**src/rtl/alu_issue_ctrl.sv**
```systemverilog
// alu_issue_ctrl: issue/writeback controller wrapped around an external
// combinational 4-bit ALU. Each instruction is accepted in IDLE. Its operands
// are read from a 4x4 register file and registered onto the ALU inputs. The
// ALU result, or a load immediate, is written back in EXEC. The result is then
// offered on a valid/ready output stream in OUT.
module alu_issue_ctrl #(
    parameter int OPCNT_W = 8
) (
    input  logic               clk,
    input  logic               rst_n,
    input  logic               in_valid,
    output logic               in_ready,
    input  logic [9:0]         in_instr,
    output logic [3:0]         alu_a,
    output logic [3:0]         alu_b,
    output logic [2:0]         alu_ctrl,
    input  logic [3:0]         alu_result,
    input  logic               alu_carry,
    input  logic               alu_zero,
    output logic               out_valid,
    input  logic               out_ready,
    output logic [3:0]         out_result,
    output logic               out_carry,
    output logic               out_zero,
    output logic [1:0]         out_rd,
    output logic [OPCNT_W-1:0] op_count
);

    typedef enum logic [1:0] {
        IDLE = 2'd0,
        EXEC = 2'd1,
        OUT  = 2'd2
    } state_t;

    state_t state_reg, state_next;

    // Instruction fields: {ld, op[2:0], rd[1:0], rs1[1:0], rs2[1:0]}
    logic       in_ld;
    logic [2:0] in_op;
    logic [1:0] in_rd;
    logic [1:0] in_rs1;
    logic [1:0] in_rs2;

    assign in_ld  = in_instr[9];
    assign in_op  = in_instr[8:6];
    assign in_rd  = in_instr[5:4];
    assign in_rs1 = in_instr[3:2];
    assign in_rs2 = in_instr[1:0];

    // Latched instruction state carried from IDLE into EXEC.
    logic       ld_reg;
    logic [1:0] rd_reg;
    logic [3:0] imm_reg;

    // Architectural state and output registers.
    logic [3:0]         rf_reg [4];
    logic [3:0]         alu_a_reg, alu_b_reg;
    logic [2:0]         alu_ctrl_reg;
    logic               out_valid_reg, out_carry_reg, out_zero_reg;
    logic [3:0]         out_result_reg;
    logic [1:0]         out_rd_reg;
    logic [OPCNT_W-1:0] op_count_reg;

    logic       accept;
    logic [3:0] wb_value;
    logic       wb_carry;
    logic       wb_zero;
    logic [3:0] rf_we;

    assign in_ready = (state_reg == IDLE);
    assign accept   = in_valid && (state_reg == IDLE);

    // A load bypasses the ALU completely: its value is the 4-bit immediate {rs1, rs2}.
    assign wb_value = ld_reg ? imm_reg : alu_result;
    assign wb_carry = ld_reg ? 1'b0 : alu_carry;
    assign wb_zero  = ld_reg ? (imm_reg == 4'd0) : alu_zero;

    // One write enable per register-file entry. Writeback happens only in EXEC.
    genvar gi;
    generate
        for (gi = 0; gi < 4; gi++) begin : g_rf_we
            assign rf_we[gi] = (state_reg == EXEC) && (rd_reg == 2'(gi));
        end
    endgenerate

    // State register.
    always_ff @(posedge clk or negedge rst_n) begin
        if (!rst_n) state_reg <= IDLE;
        else        state_reg <= state_next;
    end

    // Next-state logic. EXEC always lasts exactly one cycle.
    always_comb begin
        state_next = state_reg;
        case (state_reg)
            IDLE:    if (in_valid) state_next = EXEC;
            EXEC:    state_next = OUT;
            OUT:     if (out_ready) state_next = IDLE;
            default: state_next = IDLE;
        endcase
    end

    // Register file writeback. A reset part-way through an instruction
    // clears the entries before any writeback can happen.
    always_ff @(posedge clk or negedge rst_n) begin
        if (!rst_n) begin
            for (int i = 0; i < 4; i++) rf_reg[i] <= 4'd0;
        end else begin
            for (int i = 0; i < 4; i++)
                if (rf_we[i]) rf_reg[i] <= wb_value;
        end
    end

    // Operand issue at accept. The ALU inputs hold their values until the next accept.
    always_ff @(posedge clk or negedge rst_n) begin
        if (!rst_n) begin
            alu_a_reg    <= 4'd0;
            alu_b_reg    <= 4'd0;
            alu_ctrl_reg <= 3'd0;
            ld_reg       <= 1'b0;
            rd_reg       <= 2'd0;
            imm_reg      <= 4'd0;
        end else if (accept) begin
            alu_a_reg    <= rf_reg[in_rs1];
            alu_b_reg    <= rf_reg[in_rs2];
            alu_ctrl_reg <= in_op;
            ld_reg       <= in_ld;
            rd_reg       <= in_rd;
            imm_reg      <= {in_rs1, in_rs2};
        end
    end

    // Result capture in EXEC, output handshake in OUT, and the completed-op counter.
    always_ff @(posedge clk or negedge rst_n) begin
        if (!rst_n) begin
            out_valid_reg  <= 1'b0;
            out_result_reg <= 4'd0;
            out_carry_reg  <= 1'b0;
            out_zero_reg   <= 1'b0;
            out_rd_reg     <= 2'd0;
            op_count_reg   <= '0;
        end else begin
            if (state_reg == EXEC) begin
                out_result_reg <= wb_value;
                out_carry_reg  <= wb_carry;
                out_zero_reg   <= wb_zero;
                out_rd_reg     <= rd_reg;
                out_valid_reg  <= 1'b1;
            end else if ((state_reg == OUT) && out_ready) begin
                out_valid_reg <= 1'b0;
                op_count_reg  <= op_count_reg + 1'b1;
            end
        end
    end

    assign alu_a      = alu_a_reg;
    assign alu_b      = alu_b_reg;
    assign alu_ctrl   = alu_ctrl_reg;
    assign out_valid  = out_valid_reg;
    assign out_result = out_result_reg;
    assign out_carry  = out_carry_reg;
    assign out_zero   = out_zero_reg;
    assign out_rd     = out_rd_reg;
    assign op_count   = op_count_reg;

endmodule

```
**config.mk**
```make
export PLATFORM = sky130hd
export DESIGN_NAME = alu_issue_ctrl
export DESIGN_NICKNAME = d
export VERILOG_FILES = /design/src/rtl/alu_issue_ctrl.sv
export SDC_FILE = /design/constraint.sdc
export NUM_CORES = 1
export LEC_CHECK = 0
export ABC_AREA = 1
export BUFFER_PORTS_ARGS = -buffer_cell sky130_fd_sc_hd__buf_2
export CAP_MARGIN = 20
export CORE_ASPECT_RATIO = 0.75
export CORE_MARGIN = 2
export CORE_UTILIZATION = 30
export CTS_BUF_LIST = sky130_fd_sc_hd__clkbuf_8
export DETAILED_ROUTE_END_ITERATION = 10
export GPL_TIMING_DRIVEN = 0
export PLACE_DENSITY = 0.5
export SYNTH_ARGS = -nofsm -noshare
export SYNTH_HDL_FRONTEND = slang
export SYNTH_SLANG_ARGS = --single-unit
```
**constraint.sdc**
```tcl
create_clock -name clk -period 1.7 [get_ports clk]
set_clock_uncertainty 0.2 [all_clocks]
set_input_delay 0.51 -clock clk [delete_from_list [all_inputs] [get_ports clk]]
set_output_delay 0.51 -clock clk [all_outputs]
set_load 0.05 [all_outputs]
```
==> results.tsv, run 1 <==
metric	value	unit
outcome	finished, violations left	
violations in the final reports	setup timing	
gr usage total	13.9	%
syn nets	321	
pwr/cell area	1980	nW/µm²
routed length per instance	13.0	µm
Async SR Flop Fraction	100	%
total gr overflow	0	
max_cap viols	0	
PortBufs	46	
Max-slew headroom	65.8	%
total power	6.15	mW
EDFF count, synth	0	
post-layout min period	1730	ps
# clock sinks	53	
Placer Congestion	0.777	
worst-path cell chain	nor2_4 > buf_8	
main area contributors after synthesis	dfrtp_1 53%, nand2_1 18%, inv_1 4.7%	
vias in the first global route	1949	
total CTS buffers	5	
Longest Clk Path Bufs	2	
layout cells sized above 1	24.7	%
Peak VDD IR	0.987	mV
remaining antenna violation count	0	
Layout area overhead	24.3	%
commonest non-fill, non-tap cells in the layout	121 x nand2_1, 51 x dfrtp_1, 39 x buf_2, 31 x inv_1, 23 x o21ai_0	
drt pass-1 iters	4	
number of fillers in the final layout	844	
Post-synth top flop	dfrtp_1	
f_max	578	MHz
critical path arrival	1020	ps
slowest stage delay, CP	430	ps
Final Hold Viols	0	
worst r2r path cells	7	
Worst Hold Class	in2reg	
Yosys top cell area share	53.2	%
Setup Viol. Count Final	1	
die area	9060	µm²
WHS Path Cells	3	
final cell count without fillers	469	
initial antenna violation count	0	
pre-CTS setup slack	17.6	ps
register area share after synthesis	53.2	%
Ys Warns	0	
commonest non-fill, non-tap cell in the layout	nand2_1	
final period utilization	102	%
Post-Synthesis Cells	300	
Die H	82.9	µm
WHS	195	ps
setup ws final	-30.3	ps
vias post-DR	2100	
CTS tree	built	
Largest register FFs	16	
Lkg Pwr	1.62	nW
CP max stage cell	dfrtp_2	
Root Driver	clkbuf_8	
syn_area_per_cell	8.31	µm²
Die W	109	µm
DR iter-0 viols	83	
CORE AREA	7990	µm²
CP endpoint kind	output port	
kind of critical path	reg2out	
Post-layout nets	385	
worst-margin pin slew	513	ps
Skew-Pair Late Insertion Delay	300	ps
WP data required	990	ps
num rows	28	
Placed Instances	452	
count of pins over their slew limit	0	
I/O pins	49	
Synth cell types	25	
antenna cells	0	
Mapped Area	2490	µm²
first-pass GRT wire length	9760	µm
H-tree depth	2	
clock-pin slew of the registers on the worst-case setup and hold paths	90	ps
Startpoint Class	flip-flop	
pin count of the biggest net entering global routing	34	
Initial Utilization	31.2	%
worst-path fanout max	2	
RSZ-0062 raised after global routing	yes	
routed wire length	6080	µm
post-DP HPWL	4470	µm
Residual DRC	0	
via density per instance	4.48	
largest area contributor in the netlist	dfrtp_1	
#FFs+latches synth	53	
where the power goes:
part	internal (mW)	switching, mW	total, mW
combinational	0.930	2.23	3.16
sequential	1.83	0.324	2.15
clock	0.429	0.408	0.837
cell type report:
type	instances	area (µm²)	share of cell area, %
multi-input cells	204	970	31.3
plain buffers	7	63.8	2.06
clock inverters	2	35.0	1.13
clock buffers	5	68.8	2.22
flip-flops and latches	53	1330	42.9
well taps	105	131	4.24
repair buffers	57	360	11.6
inverters	36	140	4.52
cell usage after synthesis (2+ instances only):
cell type	n
nor2_4	4
o21ai_2	3
xnor2_1	2
inv_2	2
nand2_4	2
o21ai_0	23
nand2_2	2
nand2_1	121
dfrtp_1	53
nand3_1	21
clkinv_1	2
inv_1	31
a21oi_1	3
buf_2	3
nand4_1	2
o21ai_1	8
buf_6	3
nor2_1	7
xor2_1	2
critical path, delay by kind of cell, from the launching register on:
kind / cells / cell delay, ps
DFF: 1 / 430
buffers and inverters: 1 / 150
and+or+nand+nor: 1 / 130
worst paths after layout:
check                              start       endpoint  slack [ps]
setup reg to reg            state_reg[0]    op_count[6]         120
max in group asynchronous          rst_n     rf_reg[13]         250
min in group asynchronous          rst_n  out_result[0]         500
hold / removal               in_instr[8]    alu_ctrl[2]         190
setup / recovery            state_reg[1]       in_ready         -30
hold reg to reg            out_result[0]  out_result[0]         280
layer usage:
metal  vias to the layer above  track usage, %  share of wire [%]
li1                       1058               -                  -
met1                       983            21.3                 52
met5                         -               0                  0
met3                         9            3.06                6.0
met4                         0            3.80                1.3
met2                        50            19.4                 41
repair_timing:
action,4_1_cts,5_1_grt
setup buffers,4,5
hold buffers,1,0
setup endpoints to repair,6,10
gates resized for setup,9,7
pin swaps,1,1
hold endpoints to repair,20,0
cell families (layout without fill, tap and decap cells):
group	after synthesis	in the layout	synth area share, %
AND/OR/NAND/NOR	162	162	28.8
flip-flops	53	53	53.2
buffers and inverters	43	107	8.18
AO/OA/AOI/OAI	37	37	7.88
XOR/XNOR	4	4	1.41
adder cells (fa/ha/maj)	1	1	0.502
through the flow:
stage	setup TNS [ps]	instance area [µm²]	util, %
final	-30.3	3100	38.8
after global routing	-72.5	3100	38.8
after CTS	-61.1	3040	38.1
after detailed placement	0	2880	36.0
after global placement	-7580	2860	35.8
after floorplan	0	2500	-
Power figures use the tool's default switching activity.
==> run 2: changes to the inputs <==
Settings changed: BUFFER_PORTS_ARGS -buffer_cell sky130_fd_sc_hd__buf_2 to unset, DONT_BUFFER_PORTS set to 1, PLACE_DENSITY 0.5 to 0.45, REMOVE_ABC_BUFFERS set to 1.
==> run 2 against run 1 <==
The flow finishes with violations (hold timing, setup timing). Sequential share of layout area grew 5.6 points. Global-route usage is essentially flat. Fmax shrank 4.7%. Final area shrank 9.4%. Via count shrank 13%. Power shrank 3.8%. Largest cell class unchanged.
==> results.tsv, run 2 (synthesis results as in run 1) <==
metric	value	unit	change
post-layout min period	1810	ps	was 1730 ps
Largest register FFs	16		unchanged
vias post-DR	1827		was 2100
Lkg Pwr	1.33	nW	was 1.62 nW
endpoint of the worst register-to-register path	alu_a[1]		was op_count[6]
CP max stage cell	dfrtp_2		unchanged
cell class contributing the biggest share of worst-path delay	flip-flops		unchanged
Setup Viol. Count Final	6		was 1
post-DP HPWL	4120	µm	was 4470 µm
Final Hold Viols	53		was 0
routed wire length	5890	µm	was 6080 µm
commonest non-fill, non-tap cells in the layout	121 x nand2_1, 31 x inv_1, 29 x dfrtp_2, 24 x dfrtp_1, 23 x o21ai_0		was 121 x nand2_1, 51 x dfrtp_1, 39 x buf_2, 31 x inv_1, 23 x o21ai_0
DR iter-0 viols	65		was 83
kind of critical path	reg2out		unchanged
CORE AREA	7990	µm²	unchanged
setup ws final	-115	ps	was -30.3 ps
setup TNS	-246	ps	was -30.3 ps
total gr overflow	0		unchanged
Initial Utilization	31.2	%	unchanged
worst-path fanout max	2		unchanged
final period utilization	107	%	was 102%
Peak VDD IR	0.822	mV	was 0.987 mV
worst-path cell chain	nor2_4		was nor2_4 > buf_8
Worst Hold Class	in2async		was in2reg
CTS tree	built		unchanged
Residual DRC	0		unchanged
num rows	28		unchanged
Layout area overhead	12.7	%	was 24.3%
outcome	finished, violations left		unchanged
Bufs and invs on worst path	0		was 1
pwr/cell area	2110	nW/µm²	was 1980 nW/µm²
clock-pin slew of the registers on the worst-case setup and hold paths	100	ps	was 90 ps
Skew-Pair Late Insertion Delay	310	ps	was 300 ps
critical path arrival	1100	ps	was 1020 ps
violations in the final reports	hold timing, setup timing		was setup timing
# clock sinks	53		unchanged
gr usage total	13.9	%	about the same
layout cells sized above 1	20.0	%	was 24.7%
Root Driver	clkbuf_8		unchanged
WHS	-314	ps	was 195 ps
max_cap viols	0		unchanged
count of pins over their slew limit	0		unchanged
I/O pins	49		unchanged
total CTS buffers	5		unchanged
worst r2r path cells	5		was 7
register-to-register setup slack	-50	ps	was 120 ps
Die W	109	µm	unchanged
Startpoint Class	flip-flop		unchanged
worst-margin pin slew	481	ps	was 513 ps
routed length per instance	14.4	µm	was 13.0 µm
via density per instance	4.46		was 4.48
remaining antenna violation count	0		unchanged
drt pass-1 iters	4		unchanged
Die H	82.9	µm	unchanged
Longest Clk Path Bufs	2		unchanged
pin count of the biggest net entering global routing	54		was 34
finished layout cell area	2810	µm²	was 3100 µm²
die area	9060	µm²	unchanged
commonest non-fill, non-tap cell in the layout	nand2_1		unchanged
first-pass GRT wire length	9520	µm	was 9760 µm
WP data required	990	ps	about the same
f_max	551	MHz	was 578 MHz
Post-layout nets	325		was 385
initial antenna violation count	0		unchanged
Placer Congestion	0.813		was 0.777
RSZ-0062 raised after global routing	yes		unchanged
Finished Core Util	35.2	%	was 38.8%
vias in the first global route	1736		was 1949
H-tree depth	2		unchanged
Max-slew headroom	67.9	%	was 65.8%
PortBufs	0		was 46
slowest stage delay, CP	440	ps	was 430 ps
CP endpoint kind	output port		unchanged
antenna cells	0		unchanged
area post-placement	2560	µm²	was 2880 µm²
Worst R2R Start	state_reg[1]		was state_reg[0]
run 2: cell types whose count changed in the layout (fill, tap and decap cells not counted), moves of 3 or more:
| cell | delta |
|---|---|
| buf_2 | -39 |
| buf_4 | -11 |
| buf_6 | -3 |
| clkbuf_4 | -3 |
| dfrtp_1 | -27 |
| dfrtp_2 | +27 |
run 2: worst max-delay path by stage:
stage                 start       end  slack (ps)  cells after the start
4_1_cts        state_reg[0]  in_ready        -130                      1
2_1_floorplan  state_reg[1]  alu_a[0]        -250                      5
6_report       state_reg[1]  in_ready        -110                      1
3_5_place_dp   state_reg[1]  alu_a[1]        -730                      5
3_3_place_gp   state_reg[1]  alu_a[1]        -680                      5
5_1_grt        state_reg[1]  in_ready        -170                      1
run 2: area by class of cell:
class	instances	area, µm²
clock buffers	5	68.8
clock inverters	3	68.8
fillers	836	5180
inverters	36	153
multi-input cells	204	993
flip-flops and latches	53	1360
well taps	105	131
repair buffers	4	30.0
run 2: per-stage QoR:
step / setup slack [ps] / cells / power, mW
floorplan: -249 / 293 / 4.29
global placement: -685 / 398 / 4.70
detailed placement: -730 / 398 / 4.73
CTS: -127 / 408 / 5.87
global route: -167 / 410 / 6.34
finish: -115 / 410 / 5.91
run 2: timing repair:
| action | in CTS | in global routing |
|---|---|---|
| gates cloned | 0 | 0 |
| endpoints found under the hold margin | 53 | 53 |
| setup endpoints to repair | 30 | 45 |
| pin swaps | 1 | 3 |
| resized for setup | 15 | 25 |
| buffers inserted | 2 | 2 |
run 2: power breakdown:
| part | internal, mW | switching, mW |
|---|---|---|
| sequential | 1.87 | 1.38 |
| combinational | 0.549 | 1.08 |
| clock | 0.593 | 0.445 |
run 2: per-layer routing:
metal / vias to the layer above / part of all wire, % / GRT usage (%)
li1: 939 / - / -
met1: 852 / 51 / 21.2
met2: 29 / 44 / 19.3
met3: 7 / 4.0 / 3.38
met4: 0 / 1.2 / 3.80
met5: - / 0 / 0
